<file path="src/rtl/la_cmd_pkg.sv">
// ============================================================================
//  Module      : la_cmd_pkg
//  Description : Shared opcodes, FSM state encodings and default response
//                characters for the logic-analyzer UART command hub.
//  Revision    : 1.0 - initial release
// ============================================================================
`default_nettype none

package la_cmd_pkg;

    // Host opcodes (ASCII)
    localparam logic [7:0] OP_WRITE  = 8'h57;  // 'W'
    localparam logic [7:0] OP_READ   = 8'h52;  // 'R'
    localparam logic [7:0] OP_STATUS = 8'h53;  // 'S'

    // Default response characters
    localparam logic [7:0] DEFAULT_ACK = 8'h4B;  // 'K'
    localparam logic [7:0] DEFAULT_NAK = 8'h3F;  // '?'

    // FSM state encodings
    localparam logic [2:0] ST_IDLE       = 3'd0;
    localparam logic [2:0] ST_GET_ADDR   = 3'd1;
    localparam logic [2:0] ST_GET_DATA   = 3'd2;
    localparam logic [2:0] ST_BUS_WR     = 3'd3;
    localparam logic [2:0] ST_BUS_RD     = 3'd4;
    localparam logic [2:0] ST_RD_CAPTURE = 3'd5;
    localparam logic [2:0] ST_SEND       = 3'd6;

    // Increment that sticks at all-ones
    function automatic logic [7:0] sat_inc8(input logic [7:0] value);
        return (value == 8'hFF) ? 8'hFF : value + 8'd1;
    endfunction

endpackage

`default_nettype wire

</file>
<file path="src/rtl/cmd_timeout_ctr.sv">
// ============================================================================
//  Module      : cmd_timeout_ctr
//  Description : Loadable down-counter used to abandon stalled partial frames.
//                load has priority over clear, clear over decrement.
//                expired is high whenever the count is zero.
//  Revision    : 1.0 - initial release
// ============================================================================
`default_nettype none

module cmd_timeout_ctr #(
    parameter int               WIDTH      = 20,
    parameter logic [WIDTH-1:0] LOAD_VALUE = '1
) (
    input  logic clk,
    input  logic reset,
    input  logic clear,
    input  logic load,
    input  logic dec,
    output logic expired
);

    logic [WIDTH-1:0] count;

    // Count register: reload on each popped byte, count down while starved
    always_ff @(posedge clk or posedge reset) begin
        if (reset) begin
            count <= '0;
        end else if (load) begin
            count <= LOAD_VALUE;
        end else if (clear) begin
            count <= '0;
        end else if (dec && (count != '0)) begin
            count <= count - 1'b1;
        end
    end

    assign expired = (count == '0);

endmodule

`default_nettype wire

</file>
<file path="src/rtl/uart_cmd_hub.sv">
// ============================================================================
//  Module      : uart_cmd_hub
//  Description : Pops W/R/S command frames from the UART receive FIFO, runs
//                single-cycle register bus transactions and pushes one
//                response byte per frame into the UART transmit FIFO.
//  Revision    : 1.0 - initial release
// ============================================================================
`default_nettype none

module uart_cmd_hub
    import la_cmd_pkg::*;
#(
    parameter int         TIMEOUT_CYCLES = 1000000,
    parameter logic [7:0] ACK_CHAR       = DEFAULT_ACK,
    parameter logic [7:0] NAK_CHAR       = DEFAULT_NAK
) (
    input  logic       clk,
    input  logic       reset,
    input  logic [7:0] rx_data,
    input  logic       rx_present,
    output logic       rx_read,
    output logic [7:0] tx_data,
    output logic       tx_write,
    input  logic       tx_full,
    output logic [7:0] reg_addr,
    output logic [7:0] reg_wr_data,
    output logic       reg_wr_en,
    output logic       reg_rd_en,
    input  logic [7:0] reg_rd_data,
    output logic [7:0] err_count,
    output logic       busy
);

    localparam int TMO_W = (TIMEOUT_CYCLES < 2) ? 1 : $clog2(TIMEOUT_CYCLES + 1);
    localparam logic [TMO_W-1:0] TMO_LOAD = TMO_W'(TIMEOUT_CYCLES);

    logic [2:0] state;
    logic [2:0] state_next;
    logic [7:0] opcode;
    logic [7:0] resp;
    logic [7:0] resp_next;
    logic [7:0] addr_q;
    logic [7:0] wr_data_q;
    logic [7:0] err_q;
    logic       pop_hold;   // forces an idle cycle after every pop
    logic       in_get;
    logic       tmo_expired;
    logic       timeout;
    logic       pop;
    logic       tmo_load;
    logic       err_inc;

    assign in_get  = (state == ST_GET_ADDR) || (state == ST_GET_DATA);
    assign timeout = in_get && tmo_expired;
    // A pop is allowed only in byte-collecting states, never on consecutive
    // cycles, and never in the cycle a partial frame is being abandoned.
    assign pop     = rx_present && !pop_hold && !timeout &&
                     ((state == ST_IDLE) || in_get);

    // Next-state, response and side-effect decode
    always_comb begin
        state_next = state;
        resp_next  = resp;
        tmo_load   = 1'b0;
        err_inc    = 1'b0;
        case (state)
            ST_IDLE: begin
                if (pop) begin
                    if ((rx_data == OP_WRITE) || (rx_data == OP_READ)) begin
                        state_next = ST_GET_ADDR;
                        tmo_load   = 1'b1;
                    end else if (rx_data == OP_STATUS) begin
                        state_next = ST_SEND;
                        resp_next  = {err_q[3:0], 3'b000, tx_full};
                    end else begin
                        state_next = ST_SEND;
                        resp_next  = NAK_CHAR;
                        err_inc    = 1'b1;
                    end
                end
            end
            ST_GET_ADDR: begin
                if (timeout) begin
                    state_next = ST_IDLE;
                    err_inc    = 1'b1;
                end else if (pop) begin
                    if (opcode == OP_WRITE) begin
                        state_next = ST_GET_DATA;
                        tmo_load   = 1'b1;
                    end else begin
                        state_next = ST_BUS_RD;
                    end
                end
            end
            ST_GET_DATA: begin
                if (timeout) begin
                    state_next = ST_IDLE;
                    err_inc    = 1'b1;
                end else if (pop) begin
                    state_next = ST_BUS_WR;
                end
            end
            ST_BUS_WR: begin
                resp_next  = ACK_CHAR;
                state_next = ST_SEND;
            end
            ST_BUS_RD: begin
                state_next = ST_RD_CAPTURE;
            end
            ST_RD_CAPTURE: begin
                resp_next  = reg_rd_data;
                state_next = ST_SEND;
            end
            ST_SEND: begin
                if (!tx_full) begin
                    state_next = ST_IDLE;
                end
            end
            default: begin
                state_next = ST_IDLE;
            end
        endcase
    end

    // State, captured frame fields, response and error counter
    always_ff @(posedge clk or posedge reset) begin
        if (reset) begin
            state     <= ST_IDLE;
            opcode    <= 8'h00;
            resp      <= 8'h00;
            addr_q    <= 8'h00;
            wr_data_q <= 8'h00;
            err_q     <= 8'h00;
            pop_hold  <= 1'b1;
        end else begin
            state    <= state_next;
            resp     <= resp_next;
            pop_hold <= pop;
            if (pop && (state == ST_IDLE)) begin
                opcode <= rx_data;
            end
            if (pop && (state == ST_GET_ADDR)) begin
                addr_q <= rx_data;
            end
            if (pop && (state == ST_GET_DATA)) begin
                wr_data_q <= rx_data;
            end
            if (err_inc) begin
                err_q <= sat_inc8(err_q);
            end
        end
    end

    cmd_timeout_ctr #(
        .WIDTH      (TMO_W),
        .LOAD_VALUE (TMO_LOAD)
    ) u_timeout (
        .clk     (clk),
        .reset   (reset),
        .clear   (!in_get),
        .load    (tmo_load),
        .dec     (in_get && !rx_present),
        .expired (tmo_expired)
    );

    assign rx_read     = pop;
    assign tx_data     = resp;
    assign tx_write    = (state == ST_SEND) && !tx_full;
    assign reg_addr    = addr_q;
    assign reg_wr_data = wr_data_q;
    assign reg_wr_en   = (state == ST_BUS_WR);
    assign reg_rd_en   = (state == ST_BUS_RD);
    assign err_count   = err_q;
    assign busy        = (state != ST_IDLE);

endmodule

`default_nettype wire

</file>
<file path="config.mk">
export PLATFORM = sky130hd
export DESIGN_NAME = uart_cmd_hub
export DESIGN_NICKNAME = d
export VERILOG_FILES = /design/src/rtl/la_cmd_pkg.sv /design/src/rtl/cmd_timeout_ctr.sv /design/src/rtl/uart_cmd_hub.sv
export SDC_FILE = /design/constraint.sdc
export NUM_CORES = 1
export LEC_CHECK = 0
export CORE_MARGIN = 3
export CORE_UTILIZATION = 33
export DETAILED_ROUTE_END_ITERATION = 10
export GPL_TIMING_DRIVEN = 0
export HOLD_SLACK_MARGIN = 0.08
export PLACE_DENSITY = 0.55
export RECOVER_POWER = 100
export SLEW_MARGIN = 0
export SYNTH_ARGS = -nofsm -noshare
export SYNTH_HDL_FRONTEND = slang
export SYNTH_SLANG_ARGS = --single-unit
</file>
<file path="constraint.sdc">
create_clock -name clk -period 2.4 [get_ports clk]
set_clock_uncertainty 0.15 [all_clocks]
set_input_delay 0.24 -clock clk [delete_from_list [all_inputs] [get_ports clk]]
set_output_delay 0.24 -clock clk [all_outputs]
set_load 0.05 [all_outputs]
</file>
# After elaboration in Yosys (flattened, before gate mapping)
# Index checks and enable logic that the tools add are counted.
classes:
  addsub: 2
  n_mux: 28
  reduce_logical: 26
  eq_ne: 17
op_table:
  columns: ["op", "n"]
  rows:
  - ["$mux 20", 3]
  - ["$eq 8x7->1 const B", 4]
  - ["$mux 8", 4]
  - ["$mux 3", 8]
  - ["$pmux 8 s3", 1]
  - ["$logic_not 20->1", 1]
  - ["$reduce_bool 20->1", 1]
  - ["$sub 20x1->20 const B", 1]
  - ["$pmux 3 s6", 1]
  - ["$logic_and 1x1->1", 10]
  - ["$eq 3x3->1 const B", 3]
  - ["$mux 1", 9]
  - ["$add 8x1->8 const B", 1]
  - ["$eq 8x8->1 const B", 1]
  - ["$eq 3x2->1 const B", 2]
  - ["$ne 2x2->1 const B", 3]
  - ["$ne 3x3->1 const B", 2]
  - ["$reduce_bool 3->1", 2]
  - ["$logic_not 1->1", 4]
  - ["$pmux 1 s2", 2]
  - ["$reduce_and 4->1", 1]
  - ["$reduce_or 2->1", 2]
  - ["$eq 3x1->1 const B", 1]
  - ["$logic_not 3->1", 1]
  - ["other kinds (3)", 5]
totals:
  inputBits: 20
  register_bits: 64
  out_inout_bits: 37
  wordCells: 81

# Longest topological paths before layout
# Gate-level depths: netlist of the first run.
depth:
  ltp_word: 10
  mapped_depth: 8

# Hierarchy
# Synthesis of the first run repeated with hierarchy kept, for this count alone.
unflattened:
  cells_unflattened: 342
  hier_area_um2: 3565.9
by_module_without_submodules:
  columns: ["mod", "cells_each", "area_each_um2", "seq_area_each_um2", "instances"]
  rows:
  - ["uart_cmd_hub", 194, 2253.4, 1102.3, 1]
  - ["cmd_timeout_ctr", 148, 1312.5, 500.5, 1]

# Worst setup path after synthesis of the first run
# No wires, ideal clock.
synth_path:
  path_kind: "register to register"
  from: "register u_timeout.count[0]"
  to: "register pop_hold"
  arrival_time_ps: 2597
  t_required_ps: 2001
  period_less_slack_ps: 2995
  path_stages_with_launch: 8
  slack_ps: -595
  cell_sequence: "dfrtp_1 > inv_1 > ha_1 > nor4b_1 > nand2_1 > clkbuf_1 > o21ai_0 > a211oi_1"
synth_via:
  elab_chain_cells: 5
synth_rtl:
  columns: ["element", "line_no", "text"]
  rows:
  - ["start: declaration", "cmd_timeout_ctr.sv:22", "logic [WIDTH-1:0] count;"]
  - ["start signal: assignment", "cmd_timeout_ctr.sv:33", "count <= count - 1'b1;"]
  - ["$logic_not 20->1", "cmd_timeout_ctr.sv:37", "assign expired = (count == '0);"]
  - ["$logic_and 1x1->1", "uart_cmd_hub.sv:54", "assign timeout = in_get && tmo_expired;"]
  - ["$logic_not 1->1", "uart_cmd_hub.sv:57", "assign pop = rx_present && !pop_hold && !timeout &&"]
  - ["$logic_and 1x1->1 (2 in a row)", "uart_cmd_hub.sv:57", null]
  - ["net rx_read", "uart_cmd_hub.sv:21", "output logic rx_read,"]
  - ["end signal: assignment", "uart_cmd_hub.sv:138", "pop_hold <= pop;"]
  - ["end: declaration", "uart_cmd_hub.sv:45", "logic pop_hold;"]
# The timed path passes the listed nets, and every way through them passes these cells.
# A chain may end at the register's enable or synchronous reset.

# Worst setup path after layout of the first run
layout_path:
  from: "register u_timeout.count[0]"
  to: "output rx_read"
layout_via:
  elab_chain_cells: 5
layout_rtl:
  columns: ["element", "line_no"]
  rows:
  - ["$logic_not 20->1", "cmd_timeout_ctr.sv:37"]
  - ["$logic_and 1x1->1", "uart_cmd_hub.sv:54"]
  - ["$logic_not 1->1", "uart_cmd_hub.sv:57"]
  - ["$logic_and 1x1->1 (2 in a row)", "uart_cmd_hub.sv:57"]
  - ["end: declaration", "uart_cmd_hub.sv:21"]
# No other way between the ends.

==> run summary, run 1 <==
## Synth
• 45.6% — sequential cell area fraction in the yosys report
• simple AND/OR/NAND/NOR gates — main combinational cell family by area after synthesis
• 10.1 µm² — Synth Area per Inst
• sky130_fd_sc_hd__dfrtp_1 (45%), sky130_fd_sc_hd__mux2_2 (7.4%), sky130_fd_sc_hd__nor2_1 (3.2%), sky130_fd_sc_hd__xor2_1 (2.7%), sky130_fd_sc_hd__a21oi_1 (2.7%) — top post-synthesis cells by area
• sky130_fd_sc_hd__dfrtp_1 — most frequently used flop master after synthesis
• 347 — synthesized instance count
• 370 — Syn Nets
• 100% — post-synthesis async set-or-reset flop share
• 0 — number of synthesized flops with an enable pin
• 0 — count of yosys warnings during synthesis
• 64 — library cells used by synthesis
• 16.3% — synthesized-area fraction occupied by ao, oa, aoi and oai cells
• sky130_fd_sc_hd__dfrtp_1 — largest area contributor in the synthesized netlist
• 3510 µm² — area of the mapped netlist
• 4.24% — post-synthesis share of cell area spent on xor and xnor gates
• 64 — register bit total from synthesis
• 20.9% — post-synthesis simple-gate area fraction
• 1.07% — Synth Area in Adders
• 44.9% — share of the synthesized area in the top cell type
• 8.65% — multiplexer area fraction after synthesis

## Global routing
• 0 — overflow left after global routing
• 4.03% — Global Route met3 Usage
• met2 — global routing's busiest layer
• 34 — pin count of the biggest net entering global routing
• 0 — number of antenna violations at the first check in global routing
• 22.1% — global-route met1 utilization
• 16.3% — overall routing resource usage
• 25.5% — grt met2 use
• 15,100 µm — first-pass GRT wire length
• 2,958 — vias in the first global route

## Placement
• 0.833 — routability-driven placement congestion ratio
• 56 — port bufs
• 4280 µm² — area after detailed placement
• 540 — cell count after placement
• 6460 µm — detailed placer's ending HPWL

## Floorplanning
• 37 — count of standard-cell rows
• 57 — I/O pin total
• 34.0% — starting density of the core
• 109 µm — floorplan die width
• 11,900 µm² — floorplan die area
• 10,300 µm² — placeable core region
• 109 µm — vertical die dimension

## Clock tree
• 3 — number of H-tree levels
• 360 ps — Clock Latency Late Sink
• 80 ps — clock transition at the registers of the reported paths
• built — clock tree from TritonCTS
• 0 — CTS Hold Bufs
• 64 — Sink Count
• sky130_fd_sc_hd__clkbuf_8 — library cell used as clock root buffer
• 9 — number of buffers created by CTS
• 2 — largest buffer count on any clock path

## Layout
• 30.7% — Area Overhead vs Synth
• 21.0% — share of post-route cells with drive strength above 1
• 559 — number of standard cells in the final layout excluding fillers
• 441 — NumNets Final
• 0 — antenna diode count
• 4590 µm² — final non-filler cell area
• 44.5% — utilization after layout

## Setup path
• register — nature of the critical path startpoint
• reg2out — critical path class
• 10 — peak fanout along the critical path
• output port — kind of end point of the critical path
• 2010 ps — required arrival time at the worst endpoint
• 1970 ps — arrival time at the worst endpoint

## STA
• 0 — final-report setup violation count
• 0 — Slew Limit Fails
• 17.1% — worst-case headroom to the max-slew limit
• 0.423 GHz — Peak Freq
• 329 ps — worst-case hold slack
• 1240 ps — transition time of the tightest slew-check pin
• 98.5% — fraction of the cycle the final worst path needs
• yes — setup repair after global routing missed its margin
• 0 — final hold violations
• 2360 ps — final worst path period need

## Drt
• 130 — drt first-iter violations
• 0 — count of nets left with antenna violations after detail routing
• 3,010 — total number of vias
• 0 — number of remaining DRC errors
• 5.38 — average via count per standard cell
• 4 — number of optimization iterations in the first detailed-route pass
• 16.2 µm — post-DR wirelength/cell
• 9060 µm — final wirelength

## Min path
• reg2reg — Worst Hold Class

## Run
• 0 — Max Cap Viol

## Run status
• completed — result of the run

layout by cell type (no fill, tap or decap), types with 4 or more instances in the layout:
cell type and n:
sky130_fd_sc_hd__nand2b_1 6, sky130_fd_sc_hd__nor2_1 30, sky130_fd_sc_hd__inv_1 10, sky130_fd_sc_hd__nand4_1 8
sky130_fd_sc_hd__and3_1 5, sky130_fd_sc_hd__clkdlybuf4s50_1 50, sky130_fd_sc_hd__and2_1 4, sky130_fd_sc_hd__dfrtp_1 63
sky130_fd_sc_hd__nor3_1 9, sky130_fd_sc_hd__a211oi_1 5, sky130_fd_sc_hd__mux2_1 4, sky130_fd_sc_hd__clkbuf_1 4
sky130_fd_sc_hd__o21ai_0 18, sky130_fd_sc_hd__mux2_2 23, sky130_fd_sc_hd__clkbuf_8 9, sky130_fd_sc_hd__xnor2_1 6
sky130_fd_sc_hd__o211ai_1 4, sky130_fd_sc_hd__nor2b_1 4, sky130_fd_sc_hd__nand3_1 7, sky130_fd_sc_hd__nand2_1 17
sky130_fd_sc_hd__buf_4 4, sky130_fd_sc_hd__xor2_1 11, sky130_fd_sc_hd__a21oi_1 19, sky130_fd_sc_hd__buf_2 7
sky130_fd_sc_hd__or2_2 4
metrics by stage:
stage | setup slack (ps) | setup TNS, ps
detailed placement | -852 | -6980
global placement | -825 | -56270
CTS | -96.8 | -96.8
finish | 37.1 | 0
global route | -57.9 | -57.9
floorplan | 36.4 | 0
registers in the layout, indices dropped and copies added, names as in the netlist:
name             cells
state                3
err_count            8
u_timeout.count     20
pop_hold             1
reg_addr             8
tx_data              8
reg_wr_data          8
opcode               8
critical path, stage by stage (launching register included):
cell	delay, ps
sky130_fd_sc_hd__dfrtp_1	380
sky130_fd_sc_hd__inv_1	90
sky130_fd_sc_hd__ha_2	200
sky130_fd_sc_hd__nor4b_4	220
sky130_fd_sc_hd__nand2_2	120
sky130_fd_sc_hd__buf_8	170
sky130_fd_sc_hd__o21ai_4	170
sky130_fd_sc_hd__a211oi_4	90
sky130_fd_sc_hd__buf_6	180
cell type report:
| type | count | area, µm² |
|---|---|---|
| fill | 1020 | 5730 |
| clock buffer | 9 | 124 |
| inverter | 10 | 37.5 |
| timing repair buffer | 61 | 592 |
| buffer | 16 | 93.8 |
| multi-input combinational | 256 | 1870 |
| tap | 136 | 170 |
| sequential | 64 | 1600 |
| clock inverter | 7 | 104 |
path summary, 6_finish.rpt:
check / startpoint / end / slack [ps] / depth (start not counted)
max in group asynchronous: reset / pop_hold / 370 / 3
setup reg to reg: u_timeout.count[7] / u_timeout.count[19] / 130 / 5
hold / removal: tx_data[1] / tx_data[1] / 330 / 2
min in group asynchronous: reset / reg_wr_data[1] / 500 / 2
hold reg to reg: tx_data[1] / tx_data[1] / 330 / 2
setup / recovery: u_timeout.count[0] / rx_read / 40 / 8
timing repair:
| action | 4_1_cts | 5_1_grt |
|---|---|---|
| endpoints found under the setup margin | 31 | 29 |
| resized for setup | 35 | 13 |
| pin swaps | 2 | 2 |
| setup buffers | 0 | 4 |
cell families after synthesis:
| family | count (synthesis) |
|---|---|
| muxes | 27 |
| buffers and inverters | 27 |
| DFF | 64 |
| adders and majority gates | 3 |
| xor gates and xnor gates | 17 |
| AOI/OAI and AO/OA | 84 |
| and+or+nand+nor | 125 |
synthesized netlist by cell type, drive strengths merged (3+ instances only):
library cell	count
a41oi	3
a211oi	6
o22ai	3
nor2	31
or2	5
dfrtp	63
inv	10
nor4	6
nor3	11
a21oi	20
o32ai	3
o21ai	21
nand3	7
and2	5
and3	5
nor2b	4
a21o	3
nand2	19
nand2b	6
mux2	27
nand4b	3
nand4	8
o211ai	4
ha	3
buf	6
xor2	11
clkbuf	11
a31oi	5
xnor2	6
layer usage:
layer  routed length (µm)  up-vias
met4                  125        0
met5                    0        -
met1                 4330     1485
met2                 4140       86
li1                     -     1429
met3                  466       10
Power of run 1 is not shown: default switching activity piles up to over one toggle a cycle in this logic, so the estimate is an artifact.
==> run 2, diff against run 1 <==
- CORE_MARGIN: 3 -> 8
==> run 2 against run 1 <==
  * The flow now finishes with violations (negative setup slack)
  * Non-clock buffer count fell by 1
  * Critical path depth did not move
  * Worst hold slack improved by 5.1 ps
  * Utilization fell by 0.22 points
  * First-iteration DRC count rose by 43%
  * Maximum frequency fell by 1.6%
  * Highest routed layer unchanged
==> run summary, run 2 (synthesized netlist as in run 1, its figures left out) <==
## Run status
• complete, but fails checks — result of the run
• negative setup slack — violations in the final reports

## Layout
• 1880 µm² — total area of multi-input combinational cells, +0.40%
• sky130_fd_sc_hd__dfrtp_1 — most frequent standard cell in the layout excluding fill and tap cells
• 440 — NumNets Final, -0.23%
• 1600 µm² — Sequential Area, unchanged
• 0 — antenna diode count, unchanged
• 20.1% — share of post-route cells with drive strength above 1, -0.90 points
• sky130_fd_sc_hd__dfrtp_1 (63), sky130_fd_sc_hd__nor2_1 (30), sky130_fd_sc_hd__dlygate4sd3_1 (30) — commonest cells after routing, fill and taps aside
• u_timeout.count — register name with the most flops
• 4570 µm² — final non-filler cell area, -0.49%
• 30.0% — Area Overhead vs Synth
• 988 — Filler Cells Inserted, -3.1%
• 20 — Largest register FFs, unchanged

## Min path
• tx_data[6] — startpoint of the worst hold path
• 2 — worst hold stages, unchanged
• reg2reg — Worst Hold Class
• tx_data[6] — hold-critical path endpoint

## STA
• 0 — final hold violations, unchanged
• 2400 ps — final worst path period need, +38.8 ps
• yes — setup repair after global routing missed its margin
• 920 ps — transition time of the tightest slew-check pin, -323 ps
• 100% — fraction of the cycle the final worst path needs, +1.6 points
• -1.72 ps — min setup slack post-route, -38.8 ps
• 0 — Slew Limit Fails, unchanged
• 1 — final-report setup violation count, +1
• 38.6% — worst-case headroom to the max-slew limit, +22 points
• 0.416 GHz — Peak Freq, -1.6%

## Drt
• 5.41 — average via count per standard cell, +0.51%
• 0 — count of nets left with antenna violations after detail routing, unchanged
• 9340 µm — final wirelength, +3.1%
• 4 — number of optimization iterations in the first detailed-route pass, unchanged
• 16.7 µm — post-DR wirelength/cell, +3.3%
• 3,020 — total number of vias, +0.33%
• 0 — number of remaining DRC errors, unchanged
• 186 — drt first-iter violations, +43%

## Floorplanning
• 10,300 µm² — placeable core region, unchanged
• 14,200 µm² — floorplan die area, +19%
• 34.0% — starting density of the core, unchanged
• 57 — I/O pin total, unchanged
• 37 — count of standard-cell rows, unchanged
• 119 µm — floorplan die width, +9.2%
• 119 µm — vertical die dimension, +9.2%

## Global routing
• 13.6% — overall routing resource usage, -2.7 points
• 0 — overflow left after global routing, unchanged
• 0 — number of antenna violations at the first check in global routing, unchanged
• 3,017 — vias in the first global route, +2.0%
• 42 — pin count of the biggest net entering global routing, +24%
• 15,700 µm — first-pass GRT wire length, +3.9%

## Setup path
• inv_1, ha_1, nor4b_4, nand2_1, buf_8, o21ai_4, a211oi_4, buf_6 — sequence of cells on the critical path
• u_timeout.count[14] — endpoint of the most critical register-to-register path
• 2010 ps — required arrival time at the worst endpoint, about the same
• register — nature of the critical path startpoint
• 5 — depth of the most critical reg-to-reg path, unchanged
• output port — kind of end point of the critical path
• 10 — peak fanout along the critical path, unchanged
• u_timeout.count[3] — startpoint of the worst register-to-register path
• 2010 ps — arrival time at the worst endpoint, +40 ps
• 50 ps — register-to-register setup slack, -80 ps
• 410 ps — maximum single-stage delay on the critical path, +30 ps
• reg2out — critical path class
• sky130_fd_sc_hd__dfrtp_1 — crit path max-delay cell type

## Clock tree
• 0 — CTS Hold Bufs, unchanged
• 80 ps — clock transition at the registers of the reported paths, about the same
• 2 — largest buffer count on any clock path, unchanged
• built — clock tree from TritonCTS
• 64 — Sink Count, unchanged
• 3 — number of H-tree levels, unchanged
• sky130_fd_sc_hd__clkbuf_8 — library cell used as clock root buffer
• 9 — number of buffers created by CTS, unchanged
• 350 ps — Clock Latency Late Sink, about the same

## Placement
• 56 — port bufs, unchanged
• 6840 µm — detailed placer's ending HPWL, +5.9%
• 0.839 — routability-driven placement congestion ratio, +0.72%
• 4280 µm² — area after detailed placement, unchanged

## Run
• 0 — Max Cap Viol, unchanged

[run 2: changes by cell type in the layout (fill, tap and decap cells not counted), sizes merged]
cell           delta
clkdlybuf4s50    -29
dlygate4sd3      +29
buf               -4
clkbuf            +4
clkinvlp          +2
bufinv            -1
clkinv            -1
inv               -1
[run 2: worst max path at each step]
stage,start,end,slack (ps),depth (start not counted)
2_1_floorplan,u_timeout.count[0],rx_read,40,7
3_3_place_gp,reset,err_count[7],-810,2
3_5_place_dp,u_timeout.count[0],rx_read,-840,8
4_1_cts,u_timeout.count[7],rx_read,-70,5
5_1_grt,u_timeout.count[0],rx_read,-100,8
6_report,u_timeout.count[0],rx_read,-2,8
[run 2: through the flow]
step	utilization [%]	hold slack, ps	cells	setup TNS (ps)	setup WS (ps)
2_1_floorplan	-	222	347	0	36.4
3_3_place_gp	41.3	316	539	-56470	-809
3_5_place_dp	41.5	325	540	-6080	-841
4_1_cts	43.9	104	557	-70.5	-70.5
5_1_grt	44.3	368	558	-397	-101
6_report	44.3	334	558	-1.72	-1.72
[run 2: metal layers]
layer	wire (µm)	global-route usage (%)
met3	419	3.64
met4	197	5.85
met1	4300	17.4
met5	0	0
met2	4420	21.1
[run 2: area by class of cell]
cell class	count	share of cell area (%)
Timing Repair Buffer	60	12.7
Sequential cell	64	35.1
Inverter	10	0.821
Clock inverter	6	1.48
Buffer	16	2.11
Clock buffer	10	3.01
Tap cell	136	3.72
Multi-Input combinational cell	256	41.1
[run 2: repair_timing]
action | 4_1_cts | 5_1_grt
pin swaps | 2 | 2
endpoints found under the hold margin | 0 | 0
setup buffers | 1 | 2
resized for setup | 31 | 18
endpoints found under the setup margin | 29 | 41
[run 2: worst max-delay path, delay by kind of cell, from the launching register on]
| kind | cells | cell delay [ps] |
|---|---|---|
| buffers and inverters | 3 | 430 |
| adder cells (fa/ha/maj) | 1 | 200 |
| flip-flops | 1 | 410 |
| AND/OR/NAND/NOR | 2 | 360 |
| AO/OA/AOI/OAI | 2 | 260 |
Power of run 2 is left out for the same reason.
